--- src/rtl/ex_stage_pkg.sv ---
// Shared execute-stage definitions: ALU op codes, widths, FSM states
// and single-step / barrel shift helpers.
package ex_stage_pkg;

  localparam int DATA_W     = 32;
  localparam int SHAMT_W    = 5;
  localparam int ALU_OP_W   = 8;
  localparam int REG_ADDR_W = 5;

  localparam logic [ALU_OP_W-1:0] EXE_NOP_OP = 8'b0000_0000;
  localparam logic [ALU_OP_W-1:0] EXE_AND_OP = 8'b0010_0100;
  localparam logic [ALU_OP_W-1:0] EXE_OR_OP  = 8'b0010_0101;
  localparam logic [ALU_OP_W-1:0] EXE_XOR_OP = 8'b0010_0110;
  localparam logic [ALU_OP_W-1:0] EXE_NOR_OP = 8'b0010_0111;
  localparam logic [ALU_OP_W-1:0] EXE_SLL_OP = 8'b0111_1100;
  localparam logic [ALU_OP_W-1:0] EXE_SRL_OP = 8'b0000_0010;
  localparam logic [ALU_OP_W-1:0] EXE_SRA_OP = 8'b0000_0011;

  localparam logic [DATA_W-1:0] ZERO_WORD = '0;

  typedef enum logic {
    EX_IDLE,
    EX_SHIFT
  } ex_state_e;

  function automatic logic is_shift(input logic [ALU_OP_W-1:0] op);
    return (op == EXE_SLL_OP) || (op == EXE_SRL_OP) || (op == EXE_SRA_OP);
  endfunction

  // SRA keeps re-injecting the current MSB, so the sign stays sticky
  function automatic logic [DATA_W-1:0] shift1(
    input logic [ALU_OP_W-1:0] op,
    input logic [DATA_W-1:0]   d
  );
    logic [DATA_W-1:0] r;
    r = d;
    case (op)
      EXE_SLL_OP: r = {d[DATA_W-2:0], 1'b0};
      EXE_SRL_OP: r = {1'b0, d[DATA_W-1:1]};
      EXE_SRA_OP: r = {d[DATA_W-1], d[DATA_W-1:1]};
      default:    r = d;
    endcase
    return r;
  endfunction

  function automatic logic [DATA_W-1:0] shiftn(
    input logic [ALU_OP_W-1:0] op,
    input logic [DATA_W-1:0]   d,
    input logic [SHAMT_W-1:0]  n
  );
    logic [DATA_W-1:0] r;
    r = d;
    case (op)
      EXE_SLL_OP: r = d << n;
      EXE_SRL_OP: r = d >> n;
      EXE_SRA_OP: r = DATA_W'($signed(d) >>> n);
      default:    r = d;
    endcase
    return r;
  endfunction

endpackage

--- src/rtl/ex_serial_shifter.sv ---
// Serial 1-bit/cycle shifter: holds the partial result, remaining
// count and the latched op/destination of the shift in flight.
module ex_serial_shifter
  import ex_stage_pkg::*;
(
  input  logic                  clk,
  input  logic                  rst,
  input  logic                  load,
  input  logic                  step,
  input  logic [ALU_OP_W-1:0]   op,
  input  logic [DATA_W-1:0]     data,
  input  logic [SHAMT_W-1:0]    amt,
  input  logic                  wreg,
  input  logic [REG_ADDR_W-1:0] waddr,
  output logic                  done,
  output logic [DATA_W-1:0]     result,
  output logic                  wreg_q,
  output logic [REG_ADDR_W-1:0] waddr_q
);

  logic [DATA_W-1:0]   shreg;
  logic [SHAMT_W-1:0]  cnt;
  logic [ALU_OP_W-1:0] op_q;

  always_ff @(posedge clk or negedge rst) begin
    if (!rst) begin
      shreg   <= '0;
      cnt     <= '0;
      op_q    <= EXE_NOP_OP;
      wreg_q  <= 1'b0;
      waddr_q <= '0;
    end else if (load) begin
      shreg   <= shift1(op, data);
      cnt     <= amt - SHAMT_W'(1);
      op_q    <= op;
      wreg_q  <= wreg;
      waddr_q <= waddr;
    end else if (step) begin
      shreg <= shift1(op_q, shreg);
      cnt   <= cnt - SHAMT_W'(1);
    end
  end

  // Last step is taken combinationally so the result leaves a cycle early
  assign done   = (cnt == SHAMT_W'(1));
  assign result = shift1(op_q, shreg);

endmodule

--- src/rtl/ex_stage.sv ---
// Execute stage: logic unit, shift FSM, EX/MEM register, forward bus.
// EX_FAST_SHIFT_EN selects a 1-cycle barrel shifter with no stalls.
module ex_stage
  import ex_stage_pkg::*;
(
  input  logic                  clk,
  input  logic                  rst,
  input  logic                  in_valid,
  input  logic [ALU_OP_W-1:0]   aluOp,
  input  logic [DATA_W-1:0]     opNum1,
  input  logic [DATA_W-1:0]     opNum2,
  input  logic                  writeReg,
  input  logic [REG_ADDR_W-1:0] writeAddr,
  output logic                  stallreq,
  output logic                  ex_wReg_o,
  output logic [REG_ADDR_W-1:0] ex_wAddr_o,
  output logic [DATA_W-1:0]     ex_wData_o,
  output logic                  mem_wReg,
  output logic [REG_ADDR_W-1:0] mem_wAddr,
  output logic [DATA_W-1:0]     mem_wData
);

  logic [SHAMT_W-1:0] amt;
  logic [DATA_W-1:0]  res;
  logic               res_ok;

  assign amt = opNum1[SHAMT_W-1:0];

  always_comb begin
    res    = ZERO_WORD;
    res_ok = 1'b1;
    case (aluOp)
      EXE_OR_OP:  res = opNum1 | opNum2;
      EXE_AND_OP: res = opNum1 & opNum2;
      EXE_XOR_OP: res = opNum1 ^ opNum2;
      EXE_NOR_OP: res = ~(opNum1 | opNum2);
      EXE_SLL_OP, EXE_SRL_OP, EXE_SRA_OP: begin
`ifdef EX_FAST_SHIFT_EN
        res = shiftn(aluOp, opNum2, amt);
`else
        res = (amt == '0) ? opNum2 : shift1(aluOp, opNum2);
`endif
      end
      default: res_ok = 1'b0;
    endcase
  end

`ifdef EX_FAST_SHIFT_EN

  always_comb begin
    stallreq   = 1'b0;
    ex_wReg_o  = 1'b0;
    ex_wAddr_o = '0;
    ex_wData_o = ZERO_WORD;
    if (rst && in_valid && res_ok) begin
      ex_wReg_o  = writeReg;
      ex_wAddr_o = writeAddr;
      ex_wData_o = res;
    end
  end

`else

  ex_state_e             state;
  ex_state_e             state_nxt;
  logic                  long_shift;
  logic                  sh_load;
  logic                  sh_done;
  logic [DATA_W-1:0]     sh_result;
  logic                  sh_wreg;
  logic [REG_ADDR_W-1:0] sh_waddr;

  assign long_shift = in_valid && is_shift(aluOp) && (amt > SHAMT_W'(1));

  ex_serial_shifter u_shifter (
    .clk     (clk),
    .rst     (rst),
    .load    (sh_load),
    .step    (state == EX_SHIFT),
    .op      (aluOp),
    .data    (opNum2),
    .amt     (amt),
    .wreg    (writeReg),
    .waddr   (writeAddr),
    .done    (sh_done),
    .result  (sh_result),
    .wreg_q  (sh_wreg),
    .waddr_q (sh_waddr)
  );

  always_ff @(posedge clk or negedge rst) begin
    if (!rst) state <= EX_IDLE;
    else      state <= state_nxt;
  end

  always_comb begin
    state_nxt  = state;
    sh_load    = 1'b0;
    stallreq   = 1'b0;
    ex_wReg_o  = 1'b0;
    ex_wAddr_o = '0;
    ex_wData_o = ZERO_WORD;
    case (state)
      EX_IDLE: begin
        if (long_shift) begin
          stallreq  = 1'b1;
          sh_load   = 1'b1;
          state_nxt = EX_SHIFT;
        end else if (in_valid && res_ok) begin
          ex_wReg_o  = writeReg;
          ex_wAddr_o = writeAddr;
          ex_wData_o = res;
        end
      end
      EX_SHIFT: begin
        if (sh_done) begin
          ex_wReg_o  = sh_wreg;
          ex_wAddr_o = sh_waddr;
          ex_wData_o = sh_result;
          state_nxt  = EX_IDLE;
        end else begin
          stallreq = 1'b1;
        end
      end
      default: state_nxt = EX_IDLE;
    endcase
    // Outputs must read zero while reset is held, even mid-shift
    if (!rst) begin
      sh_load    = 1'b0;
      stallreq   = 1'b0;
      ex_wReg_o  = 1'b0;
      ex_wAddr_o = '0;
      ex_wData_o = ZERO_WORD;
    end
  end

`endif

  always_ff @(posedge clk or negedge rst) begin
    if (!rst) begin
      mem_wReg  <= 1'b0;
      mem_wAddr <= '0;
      mem_wData <= ZERO_WORD;
    end else begin
      mem_wReg  <= ex_wReg_o;
      mem_wAddr <= ex_wAddr_o;
      mem_wData <= ex_wData_o;
    end
  end

endmodule

--- config.mk ---
export PLATFORM = sky130hd
export DESIGN_NAME = ex_stage
export DESIGN_NICKNAME = d
export VERILOG_FILES = /design/src/rtl/ex_stage_pkg.sv /design/src/rtl/ex_serial_shifter.sv /design/src/rtl/ex_stage.sv
export SDC_FILE = /design/constraint.sdc
export NUM_CORES = 1
export LEC_CHECK = 0
export ABC_AREA = 1
export CORE_UTILIZATION = 40
export CTS_BUF_LIST = sky130_fd_sc_hd__clkbuf_4 sky130_fd_sc_hd__clkbuf_8
export DETAILED_ROUTE_END_ITERATION = 10
export HOLD_SLACK_MARGIN = 0.1
export PLACE_DENSITY = 0.7
export SLEW_MARGIN = 20
export SYNTH_ARGS = -nofsm -noshare
export SYNTH_HDL_FRONTEND = slang
export SYNTH_SLANG_ARGS = --single-unit
--- constraint.sdc ---
create_clock -name clk -period 2.3 [get_ports clk]
set_input_delay 0.23 -clock clk [delete_from_list [all_inputs] [get_ports clk]]
set_output_delay 0.23 -clock clk [all_outputs]
set_load 0.05 [all_outputs]
==> impl_metrics.tcl <==
set metrics [dict create \
    grt_overflow 0 \
    rsz0062_at_grt "true" \
    powerDensity_nw_per_um2 439 \
    multiInputGateArea_um2 5570 \
    startpoint_type "flop" \
    slowest_stage "dfrtp_1" \
    drt_iter0_drc 1077 \
    die_h_um 145 \
    track_usage_pct 27.1 \
    regArea_um2 2250 \
    die-area_um2 21100 \
    p_int_w 0.00335 \
    yosysWarnings 0 \
    diodes 0 \
    async_flop_share_pct 100 \
    portBuffers 157 \
    start_util_pct 40.8 \
    drive_above_1_share_pct 24.0 \
    ir_drop_v 0.000301 \
    finalSetupViolCount 28 \
    netlist_area_um2 8230 \
    worst-path-stages 10 \
    post-route-period-util_pct 104 \
    synthTopCellsByCount "nand2_1 (317), nand3_1 (263), nor2_1 (154)" \
    fillers 1828 \
    critPathCaptureType "primary output" \
    cp_top_family "simple AND/OR/NAND/NOR gates" \
    place_congestion 0.883 \
    cp.arrival_ps 2160 \
    slowest_delay_ps 400 \
    ys_seq_elements 90 \
    synthCells 1283 \
    fp.dieW_um 145 \
    clock_sinks 90 \
    route.detailed.drc 0 \
    min_period_ps 2390 \
    synth.avg_cell_area_um2 6.41 \
    ant_nets 0 \
    path_buf_inv 4 \
    fmax_mhz 419 \
    yosys.cell_count.top_type "nand2_1" \
    maxCapViolCount 0 \
    path_cells "buf_4 -> nor3_4 -> nand2_4 -> inv_8 -> clkbuf_16 -> nand2_1 -> nand4_1 -> nand2_2 -> a21oi_4 -> buf_12" \
    finalMaxSlewViolations 0 \
    worst_ep_required_time_ps 2070 \
    synth_area_leaders "dfrtp_1 (27%), nand3_1 (16%), nand2_1 (14%)" \
    synth_nets 1433 \
    grt_pass1_wl_mm 46.0 \
    p_sw_share_pct 38.3 \
    crit_path_end "ex_wData_o[14]" \
    hp-class "input pin to asynchronous set/reset pin" \
    p_switching_w 0.00208 \
    hold_violations 0 \
    antenna_found_initial 0 \
    cts_max_path_buffers 2 \
    crit_start "u_shifter.op_q[7]" \
    rows 52 \
    synthDistinctLibCells 33 \
    power_frac_comb_pct 37.5 \
    path_max_fanout 7 \
    slew_headroom_pct 58.2 \
    critical_path_class "flop to primary output" \
    rr_worst_depth 7 \
    ff2ff_setup_slack_ps 290 \
    pwr-share-seq_pct 39.7 \
    ys_seq_area_share_pct 27.4 \
    worst_slew_pin_slew_ps 626 \
    numCtsBuffers 9 \
    grt_max_degree 49 \
    post-route-worst-setup-slack_ps -88.2 \
    clk_latency_ps 380 \
    grt_pass1_vias 8697 \
    area_growth_pct 50.2 \
    clk_pin_slew_ps 90 \
    status "complete, but fails checks" \
    ys.flop_type "dfrtp_1" \
    core-area_um2 20200 \
    synth_top_area_share_pct 27.4 \
    crit-reg2reg-capture "u_shifter.op_q[2]" \
    h-tree-depth 3 \
    finalSetupTns_ps -1310 \
    yosysTopAreaCell "dfrtp_1" \
    dp_hpwl_mm 22.0 \
    viasPerCell 5.39 \
    nNetsFinal 1710 \
    p_leak_nw 6.23 \
    io_pins 158 \
    drt-total-wl_mm 29.8 \
    root_buffer "clkbuf_8" \
    r2r-start "state" \
    via_count 9898 \
    hold_ws_ps 231 \
    violations "setup timing" \
    synth-edff-count 0 \
    drtPass1Iterations 6 \
    cts_tree "done" \
    clockPowerShare_pct 22.7 \
    wl_per_cell_um 16.3 \
    finalClockSkew_ps 13.0 \
]
-- per-layer routing --
layer,part of all wire [%],global-route usage (%),wire [um]
met5,0,0,0
met4,1.2,6.26,364
met3,7.7,3.04,2310
met2,44,40.1,13200
met1,47,41.7,13900
-- worst reg2reg max path, cell delays in order, from the launching register on --
cell     delay [ps]
dfrtp_2         580
inv_1           160
buf_6           320
nand4_4         190
inv_2           130
buf_4           200
nand2_1         180
o21ai_0         160
-- layout make-up --
cell class | count | share of cell area (%)
multi-input cells | 995 | 45.0
inverters | 121 | 3.74
clock buffers | 10 | 1.11
well taps | 270 | 2.73
flip-flops and latches | 90 | 18.2
repair buffers | 343 | 28.4
clock inverters | 6 | 0.729
-- flip-flops by register name (all words and copies together), names as in the netlist --
name	count
state	1
mem_wData	32
u_shifter.waddr_q	5
mem_wReg	1
u_shifter.wreg_q	1
u_shifter.op_q	8
mem_wAddr	5
u_shifter.shreg	32
u_shifter.cnt	5
-- worst min-delay path by stage --
stage | start | to | slack, ps
5_1_grt | rst | u_shifter.shreg[0] | 260
3_3_place_gp | rst | u_shifter.shreg[3] | 80
4_1_cts | rst | u_shifter.shreg[0] | 230
2_1_floorplan | rst | mem_wAddr[0] | -70
6_report | rst | u_shifter.shreg[0] | 230
3_5_place_dp | rst | u_shifter.shreg[3] | 80
-- power by group through the flow --
stage / Combinational [W] / Clock (W) / Sequential [W]
2_1_floorplan: 0.00100 / 0 / 0.00220
3_3_place_gp: 0.00183 / 0 / 0.00214
3_5_place_dp: 0.00187 / 0 / 0.00215
4_1_cts: 0.00193 / 0.00125 / 0.00212
5_1_grt: 0.00221 / 0.00132 / 0.00219
6_report: 0.00204 / 0.00123 / 0.00215
-- stage by stage --
| stage | area [um^2] | std cells | setup WS [ps] | power [W] | utilization, % |
|---|---|---|---|---|---|
| after floorplan | 8320 | 1283 | 12.3 | 0.00321 | - |
| after global placement | 11400 | 1790 | -173 | 0.00397 | 56.3 |
| after detailed placement | 11400 | 1790 | -198 | 0.00402 | 56.3 |
| after CTS | 11900 | 1813 | -50.4 | 0.00530 | 58.9 |
| after global routing | 12400 | 1835 | -186 | 0.00572 | 61.3 |
| final | 12400 | 1835 | -88.2 | 0.00542 | 61.3 |
-- placed cells by master, fill, tap and decap left out, drive strengths merged --
cell type      count
a21o               1
a21oi             56
buf              220
bufinv             2
clkbuf            19
clkdlybuf4s15      2
clkdlybuf4s50    104
clkinv             3
clkinvlp           1
dfrtp             90
dlygate4sd2        6
dlygate4sd3        1
dlymetal6s2s       1
ha                69
inv              121
nand2            323
nand3            264
nand3b             2
nand4             36
nor2             163
nor3               6
o211ai            28
o21a               1
o21ai             32
or2               11
xnor2              1
xor2               2
-- cells by family (layout without fill, tap and decap cells) --
group / after synthesis / count (layout) / share of synthesized area, %
fa+ha+maj: 69 / 69 / 10.5
simple gates: 805 / 805 / 43.6
flops: 90 / 90 / 27.4
compound gates: 118 / 118 / 8.23
xor+xnor: 3 / 3 / 0.319
buf+inv: 198 / 480 / 9.96
-- timing repair --
action,in CTS,in global routing
endpoints found under the hold margin,42,0
endpoints found under the setup margin,38,38
gates cloned,1,6
pin swaps,20,40
buffers inserted,5,16
gates resized for setup,84,79
hold buffers,1,0
Note: power is estimated with default switching activity, not from simulation.
